**src/rtl/multiword_add_sub.sv**
```systemverilog
// Multiword add/subtract engine built on a blocked carry-lookahead adder.
// Operands stream in one word per transfer, least-significant word first,
// with in_last marking the final word. Each accepted word produces one
// registered result word one cycle later; the carry chains between words
// through a register. Flags CF/OF/ZF are presented only on the final word.
//
// Ports (multiword_add_sub):
//   clk, rst_n            clock, async active-low reset
//   in_valid/in_ready     input handshake; A, B, SUB, in_last ride with it
//   out_valid/out_ready   output handshake; S, out_last, CF, OF, ZF ride with it
//
// Ports (carry_lookahead_adder):
//   A, B, Cin -> S, Cout, OF (signed overflow of the MSB)

module carry_lookahead_adder #(
  parameter int DATA_WIDTH = 16,
  parameter int BLOCK_SIZE = 4
) (
  input  logic [DATA_WIDTH-1:0] A,
  input  logic [DATA_WIDTH-1:0] B,
  input  logic                  Cin,
  output logic [DATA_WIDTH-1:0] S,
  output logic                  Cout,
  output logic                  OF
);
  localparam int NUM_BLOCKS = DATA_WIDTH / BLOCK_SIZE;

  logic [DATA_WIDTH-1:0] g;
  logic [DATA_WIDTH-1:0] p;
  logic [DATA_WIDTH:0]   c;

  assign g = A & B;
  assign p = A ^ B;

  // Carries inside a block are flattened sum-of-products terms of the
  // block's carry-in; blocks ripple into each other.
  always_comb begin
    logic acc;
    logic pp;
    c    = '0;
    c[0] = Cin;
    for (int blk = 0; blk < NUM_BLOCKS; blk++) begin
      for (int i = 0; i < BLOCK_SIZE; i++) begin
        acc = g[blk*BLOCK_SIZE + i];
        pp  = p[blk*BLOCK_SIZE + i];
        for (int j = i - 1; j >= 0; j--) begin
          acc = acc | (pp & g[blk*BLOCK_SIZE + j]);
          pp  = pp & p[blk*BLOCK_SIZE + j];
        end
        c[blk*BLOCK_SIZE + i + 1] = acc | (pp & c[blk*BLOCK_SIZE]);
      end
    end
  end

  assign S    = p ^ c[DATA_WIDTH-1:0];
  assign Cout = c[DATA_WIDTH];
  assign OF   = c[DATA_WIDTH] ^ c[DATA_WIDTH-1];
endmodule

// State table
//   state | meaning
//   FIRST | next accepted word starts a new operation
//   CONT  | operation in progress, carry and SUB come from registers
module multiword_add_sub #(
  parameter int DATA_WIDTH = 16,
  parameter int BLOCK_SIZE = 4
) (
  input  logic                  clk,
  input  logic                  rst_n,
  input  logic                  in_valid,
  output logic                  in_ready,
  input  logic [DATA_WIDTH-1:0] A,
  input  logic [DATA_WIDTH-1:0] B,
  input  logic                  SUB,
  input  logic                  in_last,
  output logic                  out_valid,
  input  logic                  out_ready,
  output logic [DATA_WIDTH-1:0] S,
  output logic                  out_last,
  output logic                  CF,
  output logic                  OF,
  output logic                  ZF
);
  typedef enum logic {FIRST, CONT} state_e;

  state_e                state_q, state_d;
  logic                  valid_q, valid_d;
  logic [DATA_WIDTH-1:0] s_q, s_d;
  logic                  last_q, last_d;
  logic                  carry_q, carry_d;
  logic                  of_q, of_d;
  logic                  zrun_q, zrun_d;
  logic                  sub_q, sub_d;

  logic                  first_w;
  logic                  sub_eff;
  logic                  cin;
  logic [DATA_WIDTH-1:0] b_x;
  logic [DATA_WIDTH-1:0] sum;
  logic                  cout;
  logic                  add_of;
  logic                  in_xfer;
  logic                  out_xfer;

  assign first_w  = (state_q == FIRST);
  assign sub_eff  = first_w ? SUB : sub_q;
  assign cin      = first_w ? sub_eff : carry_q;
  assign b_x      = B ^ {DATA_WIDTH{sub_eff}};

  assign in_ready = !valid_q || out_ready;
  assign in_xfer  = in_valid && in_ready;
  assign out_xfer = valid_q && out_ready;

  carry_lookahead_adder #(
    .DATA_WIDTH (DATA_WIDTH),
    .BLOCK_SIZE (BLOCK_SIZE)
  ) u_cla (
    .A    (A),
    .B    (b_x),
    .Cin  (cin),
    .S    (sum),
    .Cout (cout),
    .OF   (add_of)
  );

  always_comb begin
    state_d = state_q;
    valid_d = valid_q;
    s_d     = s_q;
    last_d  = last_q;
    carry_d = carry_q;
    of_d    = of_q;
    zrun_d  = zrun_q;
    sub_d   = sub_q;
    if (in_xfer) begin
      state_d = in_last ? FIRST : CONT;
      valid_d = 1'b1;
      s_d     = sum;
      last_d  = in_last;
      carry_d = cout;
      of_d    = add_of;
      // running zero restarts at the first word of each operation
      zrun_d  = (first_w || zrun_q) && (sum == '0);
      sub_d   = sub_eff;
    end else if (out_xfer) begin
      valid_d = 1'b0;
    end
  end

  always_ff @(posedge clk or negedge rst_n) begin
    if (!rst_n) begin
      state_q <= FIRST;
      valid_q <= 1'b0;
      s_q     <= '0;
      last_q  <= 1'b0;
      carry_q <= 1'b0;
      of_q    <= 1'b0;
      zrun_q  <= 1'b0;
      sub_q   <= 1'b0;
    end else begin
      state_q <= state_d;
      valid_q <= valid_d;
      s_q     <= s_d;
      last_q  <= last_d;
      carry_q <= carry_d;
      of_q    <= of_d;
      zrun_q  <= zrun_d;
      sub_q   <= sub_d;
    end
  end

  assign out_valid = valid_q;
  assign S         = s_q;
  assign out_last  = last_q;
  assign CF        = valid_q && last_q && carry_q;
  assign OF        = valid_q && last_q && of_q;
  assign ZF        = valid_q && last_q && zrun_q;
endmodule

```
**config.mk**
```make
export PLATFORM = sky130hd
export DESIGN_NAME = multiword_add_sub
export DESIGN_NICKNAME = d
export VERILOG_FILES = /design/src/rtl/multiword_add_sub.sv
export SDC_FILE = /design/constraint.sdc
export NUM_CORES = 1
export LEC_CHECK = 0
export BUFFER_PORTS_ARGS = -buffer_cell sky130_fd_sc_hd__buf_2
export CORE_ASPECT_RATIO = 1.1
export CORE_MARGIN = 10
export CORE_UTILIZATION = 39
export DETAILED_ROUTE_END_ITERATION = 12
export MAX_ROUTING_LAYER = met4
export SETUP_SLACK_MARGIN = 0.1
export SLEW_MARGIN = 0
export SYNTH_ARGS = -nofsm -noshare
export SYNTH_HDL_FRONTEND = slang
export SYNTH_SLANG_ARGS = --single-unit
```
**constraint.sdc**
```tcl
create_clock -name clk -period 12.5 [get_ports clk]
set_input_delay 0 -clock clk [delete_from_list [all_inputs] [get_ports clk]]
set_output_delay 0 -clock clk [all_outputs]
set_load 0.05 [all_outputs]
```
Word level (Yosys, flattened, before mapping)
Cells that the tools add are included.
Widths: inputs -> output; s select.
Word-level totals
  flip-flop bits (word level): 23
  bits of input ports: 38
  output and inout port bits: 22
  logic and storage cells: 135
Operators by class
  mux-type cells: 5
  bitwise logic cells: 110
  reduce and logical (&&, ||, !) cells: 12
Operators by type and width (count)
  $and 1x1->1: 64
  $xor 16x16->16: 3
  $or 1x1->1: 40
  $and 16x16->16: 1
  $logic_not 16->1: 1
  $logic_and 1x1->1: 7
  $mux 1: 5
  $logic_or 1x1->1: 2
  $reduce_bool 2->1: 1
  $logic_not 1->1: 1
  $not 1->1: 1
  $xor 1x1->1: 1

Logic depth before layout (Yosys ltp)
  word-level depth: 17
  mapped depth: 16
  mapped depth without buffers: 15

By module
From an unflattened synthesis, not the netlist that was laid out.
Unflattened totals
  cell total of the unflattened synthesis: 174
  area total of the unflattened synthesis: 1844.3 µm²
Modules (own cells, without submodules)
  multiword_add_sub: times used 1, cells each 81, area an instance 1113.6 µm², sequential area each 575.6 µm²
  carry_lookahead_adder: times used 1, cells each 93, area an instance 730.7 µm², sequential area each 0.0 µm²

Worst setup path after synthesis
OpenSTA, ideal clock, no wires.
  kind: flip-flop to flip-flop
  from: reg state_q
  to: reg zrun_q
  setup time: 0.092 ns
  arrival time: 4.264 ns
  data required time: 12.408 ns
  setup slack: 8.144 ns
  cell stages (with the launch flop): 17
  path buffers: 1
  period minus slack after synthesis: 4.356 ns
  cells stage by stage: dfrtp_1 mux2i_1 clkbuf_1 xnor2_1 ha_1 a21oi_1 o21ai_0 a32o_1 o221a_2 nor2_1 fa_1 xor2_1 nand2_1 nor4_1 o21ai_0 or4_1 o31ai_2
Between the ends
  word-level cells in the longest chain between the ends: 17
  elaborated cells on any way between the ends: 103
  those cells by class: 2 x mux; 98 x bitwise; 3 x reduce/logical
Ends and longest elaborated chain
  start, declared: RTL line 86  | state_e state_q, state_d;
  start signal, assigned: RTL line 161  | state_q <= state_d;
  $mux 1: RTL line 106  | assign sub_eff = first_w ? SUB : sub_q;
  $xor 16x16->16: RTL line 108  | assign b_x = B ^ {DATA_WIDTH{sub_eff}};
  $xor 16x16->16 / $and 16x16->16 (equally long branches): RTL line 33, 32
  $and 1x1->1, on equally long branches: RTL line 47, 48
  $or 1x1->1, or another cell as far along (2 in series): RTL line 47  | acc = acc | (pp & g[blk*BLOCK_SIZE + j]);
  $or 1x1->1 / $and 1x1->1 (equally long branches): RTL line 47, 50
  $or 1x1->1: RTL line 50  | c[blk*BLOCK_SIZE + i + 1] = acc | (pp & c[blk*BLOCK_SIZE]);
  $and 1x1->1: RTL line 50
  $or 1x1->1: RTL line 50
  $and 1x1->1: RTL line 50
  $or 1x1->1: RTL line 50
  $and 1x1->1: RTL line 50
  $or 1x1->1: RTL line 50
  $xor 16x16->16: RTL line 55  | assign S = p ^ c[DATA_WIDTH-1:0];
  $logic_not 16->1: RTL line 143  | zrun_d = (first_w || zrun_q) && (sum == '0);
  $logic_and 1x1->1 *: RTL line 143
  end signal, assigned: RTL line 167  | zrun_q <= zrun_d;
  end, declared: RTL line 92  | logic zrun_q, zrun_d;
Every way passes the cells marked *; elsewhere a longest branch is shown, timed or not.
A chain may end at the register's enable or synchronous reset.

Final worst setup path
Same ends and word-level chain as after synthesis.

==> impl_metrics.ini <==
[status]
status = complete, no violations

[place]
placed_cell_area_mm2 = 0.00213
hpwl_um = 3720
gp_congestion = 0.816
dpl.cell_count = 308
io_buffer_count = 59

[critical_path]
criticalPathCategory = register to register
reg2regPathDepth = 16
crit_slowest_cell = dfrtp_1
cp_max_fo = 17
reg2reg_from = state_q
crit_path_start_kind = register
r2r_end = zrun_q
reg2reg_setup_slack_ps = 8400
cp_top_family = compound AO/OA/AOI/OAI gates
cpMostUsedCell = o21ai_0
worstPathCellList = mux2i_2 -> buf_4 -> xnor2_1 -> ha_1 -> a21oi_1 -> o21ai_0 -> a32o_1 -> o221a_2 -> nor2_1 -> fa_1 -> xor2_1 -> nand2_1 -> nor4_1 -> o21ai_0 -> or4_1 -> o31ai_2
cp_num_buf_inv = 1
critPathCaptureType = register
cp_data_required_time_ps = 12680
arrival_ps = 4270
max_stage_delay_ps = 440

[detailed_routing]
routed_via_density = 4.94
drc = 0
ant_nets = 0
wl_per_cell_um = 14.1
drt_first_pass_iters = 4
wirelength_um = 4450
vias = 1556
drt_iter0_drc = 56

[die]
die_h_um = 90.8
rows = 25
core_mm2 = 0.00435
start_util = 0.408
num_io_pins = 60
die_area_mm2 = 0.00765
die_w_um = 84.3

[grt]
grt_pass1_vias = 1615
antenna_found_initial = 0
grt_pass1_wl_um = 7510
grt_overflow = 0
grt.total_usage = 0.118
grt_start_max_net_pins = 34

[clocking]
root_buffer = clkbuf_8
cts_made_buffers = 3
cts_max_level = 1
postCtsHoldBufs = 3
clk_pin_slew_ps = 80
cts_tree = yes
cts_buffer_depth = 2
clock_latency_ps = 260
clock-sinks = 23
ctsResizeCount = 0
cts_setup_buffers = 0

[synth]
syn-cell-area_mm2 = 0.00178
yosysUniqueCellTypes = 36
netlist_instances = 199
ys_seq_area_frac = 0.324
synth-seq-cells = 23
yosys_warnings = 0
syn_avg_cell_area_um2 = 8.92
syn_nets = 257

[layout]
drive_gt1_frac = 0.280
layout.nets = 320
mostFrequentLayoutCell = buf_2
stdcell_area_mm2 = 0.00221
final_cell_mix = buf_2, nand2_1, dfrtp_1
final_cells = 315
antenna_cells = 0
synthToLayoutAreaGrowth_pct = 24.3

[worst_hold_path]
hold_start = out_ready
worstHoldPathType = primary input to register
whs_path_depth = 3
worstHoldEndpoint = out_valid

[timing]
tightest_slew_ps = 980
tns_ps = 0
final_hold_viol_count = 0
setup_viol = 0
fin_crit_ps = 4100
rsz0062_at_grt = no
clock.fmax_mhz = 244
slew_headroom = 0.345
final-max-slew-violation-count = 0
finClkSkew_ps = 3.63
period_share = 0.328

[pwr]
p_leak_nw = 1.10
ir_worst_vdd_v = 0.0000614
p_per_area_mw_per_mm2 = 210
finalPower_mw = 0.463

[flow_run]
maxCapViolations = 0
## per-layer routing
metal	wire, um	track usage	part of all wire
met3	139	0.00993	0.031
met1	2120	0.146	0.48
met2	2140	0.197	0.48
met5	0	-	0
met4	41	0.0371	0.0092
## layout make-up
class,count,area [um2]
well taps,54,67.6
fillers,447,2140
flip-flops and latches,23,576
clock inverters,1,5.00
multi-input cells,161,1150
repair buffers,63,333
inverters,10,37.5
clock buffers,3,41.3
## worst max-delay path by stage
stage / endpoint / slack (ps) / cells after the start / start
6_report: zrun_q / 8400 / 16 / state_q
5_1_grt: zrun_q / 8050 / 16 / state_q
4_1_cts: zrun_q / 8400 / 16 / state_q
3_5_place_dp: zrun_q / 8430 / 16 / state_q
3_3_place_gp: zrun_q / 8600 / 16 / state_q
2_1_floorplan: zrun_q / 8140 / 16 / state_q
## cells by family (layout without fill, tap and decap cells)
| logic type | after synthesis | after routing | synth area share |
|---|---|---|---|
| and+or+nand+nor | 71 | 71 | 0.183 |
| AOI/OAI and AO/OA | 42 | 42 | 0.161 |
| xor gates and xnor gates | 24 | 24 | 0.118 |
| DFF | 23 | 23 | 0.324 |
| adders and majority gates | 20 | 20 | 0.158 |
| buffers and inverters | 15 | 77 | 0.0317 |
| muxes | 4 | 4 | 0.0240 |
## tightest hold or removal path, delay by kind of cell
kind          cells  cell delay, ps
buf+inv           1              70
simple gates      2             200
## cells in the mapped netlist
| cell | instances | area share |
|---|---|---|
| nor4_1 | 2 | 0.0070 |
| dfrtp_1 | 23 | 0.32 |
| o22a_1 | 1 | 0.0049 |
| nand2b_1 | 5 | 0.018 |
| xor2_1 | 5 | 0.025 |
| and3_1 | 4 | 0.014 |
| xnor2_1 | 19 | 0.094 |
| nor2_1 | 15 | 0.032 |
| a32o_1 | 1 | 0.0056 |
| mux2i_1 | 2 | 0.011 |
| or4_1 | 1 | 0.0042 |
| a21oi_1 | 9 | 0.025 |
| nand4b_1 | 1 | 0.0049 |
| o31a_1 | 1 | 0.0049 |
| o2111a_1 | 1 | 0.0063 |
| o211ai_2 | 1 | 0.0070 |
| o22ai_2 | 1 | 0.0070 |
| o221a_2 | 1 | 0.0063 |
| o221ai_1 | 1 | 0.0049 |
| ha_1 | 16 | 0.11 |
| a21o_1 | 1 | 0.0042 |
| a211oi_1 | 1 | 0.0042 |
| fa_1 | 4 | 0.045 |
| mux2_2 | 2 | 0.013 |
| o31ai_1 | 4 | 0.017 |
| or2_2 | 2 | 0.0070 |
| nor3_1 | 3 | 0.0085 |
| o31ai_2 | 1 | 0.0070 |
| and2_1 | 3 | 0.011 |
| or3_1 | 1 | 0.0035 |
| o21ai_0 | 14 | 0.039 |
| clkbuf_1 | 5 | 0.011 |
| inv_1 | 10 | 0.021 |
| nand4_1 | 1 | 0.0035 |
| nand2_1 | 33 | 0.070 |
| o21a_1 | 4 | 0.017 |
## flip-flops by register name (all words and copies together), names as in the netlist
register,count
out_valid,1
state_q,1
carry_q,1
zrun_q,1
out_last,1
of_q,1
S,16
sub_q,1
## power by group
part           switching (mW)  internal [mW]  total (mW)
Sequential             0.0138          0.101       0.115
Clock                  0.0239         0.0222      0.0462
Combinational           0.203         0.0983       0.301
## stage by stage
stage,setup slack (ps),hold slack (ps),utilization
6_report,8400,38.9,0.508
5_1_grt,8050,58.9,0.508
4_1_cts,8400,31.7,0.508
3_5_place_dp,8430,-3.84,0.490
3_3_place_gp,8600,3.39,0.490
2_1_floorplan,8140,-296,-
(Power assumes the default switching activity.)
